File: src/rtl/zig_sampler.sv
// zig_sampler: ziggurat rectangle-test stage (fast-accept compare, scale, sign).
// Define ZIG_SLOWPATH_EN to expose the slow_* rejected-candidate port; otherwise rejects are dropped.
`ifndef N
`define N 128
`endif
`ifndef LOG2N
`define LOG2N 7
`endif

module zig_sampler #(
  parameter int N     = `N,
  parameter int LOG2N = `LOG2N
) (
  input  logic              clk,
  input  logic              rst_n,
  input  logic              u_valid,
  output logic              u_ready,
  input  logic [LOG2N+32:0] u_data,
  output logic [LOG2N-1:0]  rect_idx,
  input  logic [17:0]       rmost_coord,
  input  logic [31:0]       wedge_bound_ratio,
  output logic              z_valid,
  input  logic              z_ready,
  output logic [18:0]       z_data,
`ifdef ZIG_SLOWPATH_EN
  output logic              slow_valid,
  input  logic              slow_ready,
  output logic [LOG2N-1:0]  slow_idx,
  output logic [31:0]       slow_frac,
  output logic              slow_sign,
`endif
  output logic [31:0]       acc_cnt,
  output logic [31:0]       rej_cnt
);

  if (N < 1 || N > (1 << LOG2N)) begin : g_cfg_check
    $error("zig_sampler: N must lie in 1..2**LOG2N");
  end

  // Q0.32 fraction times Q3.15 coordinate, truncated back to Q3.15.
  function automatic logic [17:0] scale_mag(input logic [31:0] frac, input logic [17:0] coord);
    return 18'(({18'd0, frac} * {32'd0, coord}) >> 32);
  endfunction

  function automatic logic [18:0] apply_sign(input logic [17:0] mag, input logic neg);
    logic [18:0] ext;
    ext = {1'b0, mag};
    if (neg) begin
      return 19'd0 - ext;
    end else begin
      return ext;
    end
  endfunction

  logic              s1_valid_r;
  logic [LOG2N-1:0]  s1_idx_r;
  logic [31:0]       s1_frac_r;
  logic              s1_sign_r;
  logic              z_valid_r;
  logic [18:0]       z_data_r;
  logic [31:0]       acc_cnt_r;
  logic [31:0]       rej_cnt_r;

  logic              fire_s;
  logic              u_ready_s;
  logic              s1_accept_s;
  logic              s1_advance_s;
  logic              acc_adv_s;
  logic              rej_adv_s;
  logic [LOG2N-1:0]  u_idx_s;
  logic [18:0]       z_next_s;

`ifdef ZIG_SLOWPATH_EN
  logic              slow_valid_r;
  logic [LOG2N-1:0]  slow_idx_r;
  logic [31:0]       slow_frac_r;
  logic              slow_sign_r;
`endif

  assign u_idx_s     = u_data[LOG2N+32:33];
  assign s1_accept_s = (s1_frac_r < wedge_bound_ratio);
  assign z_next_s    = apply_sign(scale_mag(s1_frac_r, rmost_coord), s1_sign_r);

  // Decide whether the candidate held in S1 leaves this cycle.
  always_comb begin
    s1_advance_s = 1'b0;
    if (!s1_valid_r) begin
      s1_advance_s = 1'b0;
    end else if (s1_accept_s) begin
      s1_advance_s = !z_valid_r || z_ready;
    end else begin
`ifdef ZIG_SLOWPATH_EN
      s1_advance_s = !slow_valid_r || slow_ready;
`else
      s1_advance_s = 1'b1;
`endif
    end
  end

  assign acc_adv_s = s1_valid_r && s1_accept_s && s1_advance_s;
  assign rej_adv_s = s1_valid_r && !s1_accept_s && s1_advance_s;
  assign u_ready_s = !s1_valid_r || s1_advance_s;
  assign fire_s    = u_valid && u_ready_s;

  // Hold the S1 index on the LUT address while not firing, so LUT data stays aligned through stalls.
  assign rect_idx = fire_s ? u_idx_s : s1_idx_r;
  assign u_ready  = u_ready_s;

  // S1 candidate register.
  always_ff @(posedge clk or negedge rst_n) begin
    if (!rst_n) begin
      s1_valid_r <= 1'b0;
      s1_idx_r   <= {LOG2N{1'b0}};
      s1_frac_r  <= 32'd0;
      s1_sign_r  <= 1'b0;
    end else if (fire_s) begin
      s1_valid_r <= 1'b1;
      s1_idx_r   <= u_idx_s;
      s1_frac_r  <= u_data[31:0];
      s1_sign_r  <= u_data[32];
    end else if (s1_advance_s) begin
      s1_valid_r <= 1'b0;
    end
  end

  // Sample output register; a same-cycle accept reloads it and keeps valid high.
  always_ff @(posedge clk or negedge rst_n) begin
    if (!rst_n) begin
      z_valid_r <= 1'b0;
      z_data_r  <= 19'd0;
    end else if (acc_adv_s) begin
      z_valid_r <= 1'b1;
      z_data_r  <= z_next_s;
    end else if (z_ready) begin
      z_valid_r <= 1'b0;
    end
  end

  // Accept / reject event counters, free-running with natural wrap.
  always_ff @(posedge clk or negedge rst_n) begin
    if (!rst_n) begin
      acc_cnt_r <= 32'd0;
      rej_cnt_r <= 32'd0;
    end else begin
      if (acc_adv_s) begin
        acc_cnt_r <= acc_cnt_r + 32'd1;
      end
      if (rej_adv_s) begin
        rej_cnt_r <= rej_cnt_r + 32'd1;
      end
    end
  end

`ifdef ZIG_SLOWPATH_EN
  // Rejected-candidate output register for the wedge/tail unit.
  always_ff @(posedge clk or negedge rst_n) begin
    if (!rst_n) begin
      slow_valid_r <= 1'b0;
      slow_idx_r   <= {LOG2N{1'b0}};
      slow_frac_r  <= 32'd0;
      slow_sign_r  <= 1'b0;
    end else if (rej_adv_s) begin
      slow_valid_r <= 1'b1;
      slow_idx_r   <= s1_idx_r;
      slow_frac_r  <= s1_frac_r;
      slow_sign_r  <= s1_sign_r;
    end else if (slow_ready) begin
      slow_valid_r <= 1'b0;
    end
  end

  assign slow_valid = slow_valid_r;
  assign slow_idx   = slow_idx_r;
  assign slow_frac  = slow_frac_r;
  assign slow_sign  = slow_sign_r;
`endif

  assign z_valid = z_valid_r;
  assign z_data  = z_data_r;
  assign acc_cnt = acc_cnt_r;
  assign rej_cnt = rej_cnt_r;

endmodule

File: config.mk
export PLATFORM = sky130hd
export DESIGN_NAME = zig_sampler
export DESIGN_NICKNAME = d
export VERILOG_FILES = /design/src/rtl/zig_sampler.sv
export SDC_FILE = /design/constraint.sdc
export NUM_CORES = 2
export LEC_CHECK = 0
export CAP_MARGIN = 20
export CORE_MARGIN = 5
export CORE_UTILIZATION = 41
export DETAILED_ROUTE_END_ITERATION = 10
export GPL_TIMING_DRIVEN = 0
export HOLD_SLACK_MARGIN = 0.08
export REMOVE_ABC_BUFFERS = 1
export SKIP_CTS_REPAIR_TIMING = 1
export SLEW_MARGIN = 40
export SYNTH_ARGS = -nofsm -noshare
export SYNTH_HDL_FRONTEND = slang
export SYNTH_SLANG_ARGS = --single-unit
export TNS_END_PERCENT = 50
File: constraint.sdc
create_clock -name clk -period 6.8 [get_ports clk]
set_clock_uncertainty 0.2 [all_clocks]
set_input_delay 1.7 -clock clk [delete_from_list [all_inputs] [get_ports clk]]
set_output_delay 1.7 -clock clk [all_outputs]
set_load 0.03 [all_outputs]
# Word level (Yosys, flattened, before mapping)
# Cells that the tools add are included.
# W data, S select, Z words.
[classes]
multipliers = 1
bitwise = 0
eq_ne = 0
n_reduce_logical = 12
n_mux = 8
shift = 0
div_mod_pow = 0
n_lt_le_gt_ge = 1
add_sub_neg = 3
[ops]
columns = ["operator", "count"]
rows = [
  ["$add A32 B1 Y32 const B", 2],
  ["$mul A32 B18 Y50", 1],
  ["$lt A32 B32 Y1", 1],
  ["$mux W19", 1],
  ["$sub A1 B18 Y19 const A", 1],
  ["$mux W7", 1],
  ["$mux W1", 6],
  ["$logic_and A1 B1 Y1", 5],
  ["$reduce_bool A2 Y1", 2],
  ["$logic_not A1 Y1", 3],
  ["$logic_or A1 B1 Y1", 2],
]
[word_totals]
regBits = 125
out_inout_bits = 92
word_cells = 33
latchBits = 0
mem_bits_ro = 0
ramBits = 0
in_bits = 94
mem_count = 0

# Longest topological paths before layout
[logic_depth]
word_depth = 7
mapped_depth = 30
depth_no_buf = 27

# Least setup slack after synthesis
# Ideal clock, no wire load.
[synth_timing]
path_kind = "input port to flip-flop"
start = "input port rmost_coord[8]"
end = "register z_data_r[17], in the netlist z_data[17]"
t_required_ns = 6.475
setup_time_ns = 0.125
path_buffers = 1
path_stages = 25
path_slack_ns = -1.672
arrival_ns = 8.148
cell_sequence = "clkbuf_1 -> nand2_1 -> fa_1 -> inv_1 -> fa_1 -> inv_1 -> fa_1 -> inv_1 -> fa_1 -> fa_1 -> inv_1 -> fa_1 -> inv_1 -> ha_1 -> a21o_1 -> a21o_1 -> a21oi_1 -> mux2_2 -> a31o_2 -> a311oi_1 -> nor3_2 -> nand4_2 -> o31ai_2 -> xnor2_1 -> mux2_2"
[synth_between]
elab_chain_len = 3
[synth_rtl]
columns = ["item", "line", "rtl"]
rows = [
  ["start: declaration", "20", "input logic [17:0] rmost_coord,"],
  ["$mul A32 B18 Y50 (*)", "42", "return 18'(({18'd0, frac} * {32'd0, coord}) >> 32);"],
  ["$sub A1 B18 Y19", "49", "return 19'd0 - ext;"],
  ["$mux W19 (*)", "48", "if (neg) begin"],
  ["end signal: assignment", "133", "z_data_r <= z_next_s;"],
  ["end: declaration", "60", "logic [18:0] z_data_r;"],
]
# Mark *: on every way between the ends. The rest lies on a longest branch, timed or not.
# A chain may end at the register's enable or synchronous reset.

# Final worst setup path
[layout_timing]
start = "input port rmost_coord[12]"
end = "register z_data_r[8], in the netlist z_data[8]"
# Same word-level chain as after synthesis.

==> impl_metrics.py <==
metrics = {
    "global_routing": {
        "grt_max_degree": 64,
        "antenna_found_initial": 0,
        "first_global_vias": 20700,
        "grt_first_pass_wirelength_um": 106000,
        "gr-total-overflow": 0,
        "grt_usage_pct": 20.3,
    },
    "critical_path": {
        "ff2ff_path_depth": 22,
        "critPathMaxFanout": 7,
        "cp_data_arrival_time_ps": 8310,
        "critPathLaunchType": "input pin",
        "end_kind": "flip-flop",
        "critPathKind": "input pin to flip-flop",
        "worstPathRequired_ps": 6910,
    },
    "worst_hold_path": {
        "hold_class": "flip-flop to flip-flop",
        "holdPathStages": 1,
    },
    "sta": {
        "setup_violations": 26,
        "rsz0062_at_grt": "true",
        "maxSlewViolCount": 0,
        "fin_crit_ps": 8210,
        "setup_ws_ps": -1410,
        "relSlewSlack_pct": 23.7,
        "period_share_pct": 121,
        "tightest_slew_ps": 1140,
        "max_clock_freq_mhz": 122,
        "hold_violations": 0,
    },
    "die": {
        "dieArea_mm2": 0.0641,
        "fp-row-count": 89,
        "die_y_um": 253,
        "core_area_mm2": 0.0588,
        "pin_count": 186,
        "die_w_um": 253,
        "start_util_pct": 41.3,
    },
    "placed_design": {
        "post-place-ws_ps": -2720,
        "detailed_place_hpwl_um": 50100,
        "numPortBuffers": 185,
        "gp_congestion": 0.889,
        "placed_cells": 3526,
    },
    "route": {
        "via_per_inst": 5.19,
        "final_antenna_net_count": 0,
        "dr.pass1.iters": 6,
        "drt_wl_total_um": 70700,
        "m1WireLength_um": 28800,
        "dr_wl_met3_um": 3930,
        "wl_per_cell_um": 19.4,
        "top_layer": "met4",
        "wl_met2_um": 36200,
        "num_vias": 18900,
        "drt_iter0_drc": 1173,
        "drcViolationCount": 0,
    },
    "logic_synthesis": {
        "synth-seq-cells": 125,
        "synth.top_cells.by_count": "inv_1 (590), fa_1 (478), nand2_1 (436)",
        "syn_area_mm2": 0.0243,
        "synth_most_common_cell": "inv_1",
        "synthArstFlopShare_pct": 100,
        "synth_edf_count": 0,
        "yosysSeqAreaShare_pct": 12.9,
        "syn_avg_cell_area_um2": 8.99,
        "yosys.area.top_type": "fa_1",
        "yosys_warnings": 0,
        "synth-main-ff-cell": "dfrtp_1",
        "ys_types": 72,
        "syn_inst": 2698,
        "synth_area_leaders": "fa_1 (39%), dfrtp_1 (13%), inv_1 (9.1%)",
        "yosysTopAreaCellShare_pct": 39.4,
    },
    "clock_tree": {
        "cts_sinks": 125,
        "numCtsBuffers": 17,
        "insertion_delay_ps": 440,
        "htreeDepth": 4,
        "clk_pin_slew_ps": 70,
        "cts_tree": "yes",
        "clock_path_buffers": 2,
        "clockRootBuffer": "clkbuf_16",
    },
    "run": {
        "maxCapViolCount": 0,
    },
    "cells_and_area": {
        "drive_above_1_share_pct": 15.0,
        "syn2layout_area_growth_pct": 24.2,
        "fillers": 5406,
        "nNetsFinal": 3591,
        "final_cells": 3649,
        "diodes": 0,
        "final_util_pct": 51.3,
    },
    "outcome": {
        "status": "finished with violations",
        "violations": "setup timing",
    },
}
-- routing by layer --
metal	vias to the layer above	GRT usage [%]
li1	8438	-
met1	9863	25.4
met2	518	36.8
met3	109	3.31
met4	0	5.09
met5	-	0
-- worst max-delay path, stage by stage --
cell and delay (ps):
buf_16 120, clkbuf_16 170, buf_4 120, nand2_1 70, fa_1 560, inv_1 60
fa_1 550, fa_1 430, fa_1 520, fa_1 430, fa_1 550, ha_4 340
nand4_1 150, buf_4 180, nor3_2 270, a221oi_2 120, o21ai_2 270, a21oi_2 90
xor2_2 260, nand2_2 90, or4b_4 680, o31ai_4 280, xor2_1 180, a21oi_1 80
-- layout make-up --
type / count / area (um2) / area share, %
Clock buffer: 19 / 453 / 1.50
Multi-Input combinational cell: 1840 / 19700 / 65.4
Inverter: 590 / 2210 / 7.35
Timing Repair Buffer: 290 / 3500 / 11.6
Sequential cell: 125 / 3150 / 10.5
Clock inverter: 12 / 140 / 0.465
Tap cell: 773 / 967 / 3.21
-- stage by stage --
| stage | instance area (um2) | TNS [ps] | hold WS (ps) |
|---|---|---|---|
| floorplan | 23700 | -21800 | 370 |
| global placement | 26500 | -315690 | 260 |
| detailed placement | 26800 | -54610 | 262 |
| CTS | 27400 | -46270 | 276 |
| global route | 30100 | -26550 | 284 |
| finish | 30100 | -22290 | 274 |
-- worst paths after layout --
| check | startpoint | end | slack, ps |
|---|---|---|---|
| hold reg to reg | acc_cnt[31] | acc_cnt[31] | 270 |
| setup / recovery | rmost_coord[12] | z_data[8] | -1410 |
| setup reg to reg | s1_frac_r[14] | z_data[8] | -860 |
| min in group asynchronous | rst_n | acc_cnt[24] | 990 |
| hold / removal | acc_cnt[31] | acc_cnt[31] | 270 |
| max in group asynchronous | rst_n | s1_frac_r[15] | 4690 |
-- flip-flops by register name, summed over array words and instances (netlist names) --
| signal | count |
|---|---|
| s1_idx_r | 7 |
| s1_frac_r | 32 |
| s1_sign_r | 1 |
| s1_valid_r | 1 |
| acc_cnt | 32 |
| rej_cnt | 32 |
| z_valid | 1 |
| z_data | 19 |
-- cell families after synthesis --
family	synth area share, %
mux	2.14
flops	12.9
xor+xnor	3.42
fa+ha+maj	47.4
compound gates	5.55
simple gates	17.2
buf+inv	11.4
-- placed cells by master, fill, tap and decap left out, drive strengths merged, types with 39 or more instances in the layout --
cell type / count
and2: 217
nor2: 58
nand2: 436
o21ai: 40
inv: 591
ha: 155
clkbuf: 39
fa: 478
buf: 107
a21oi: 74
nand3: 44
clkdlybuf4s50: 159
xnor2: 66
dfrtp: 125
mux2: 46
Power is left out: the tool's default activity adds up to more than one toggle a clock period on the data nets, which glitch-free logic cannot reach.
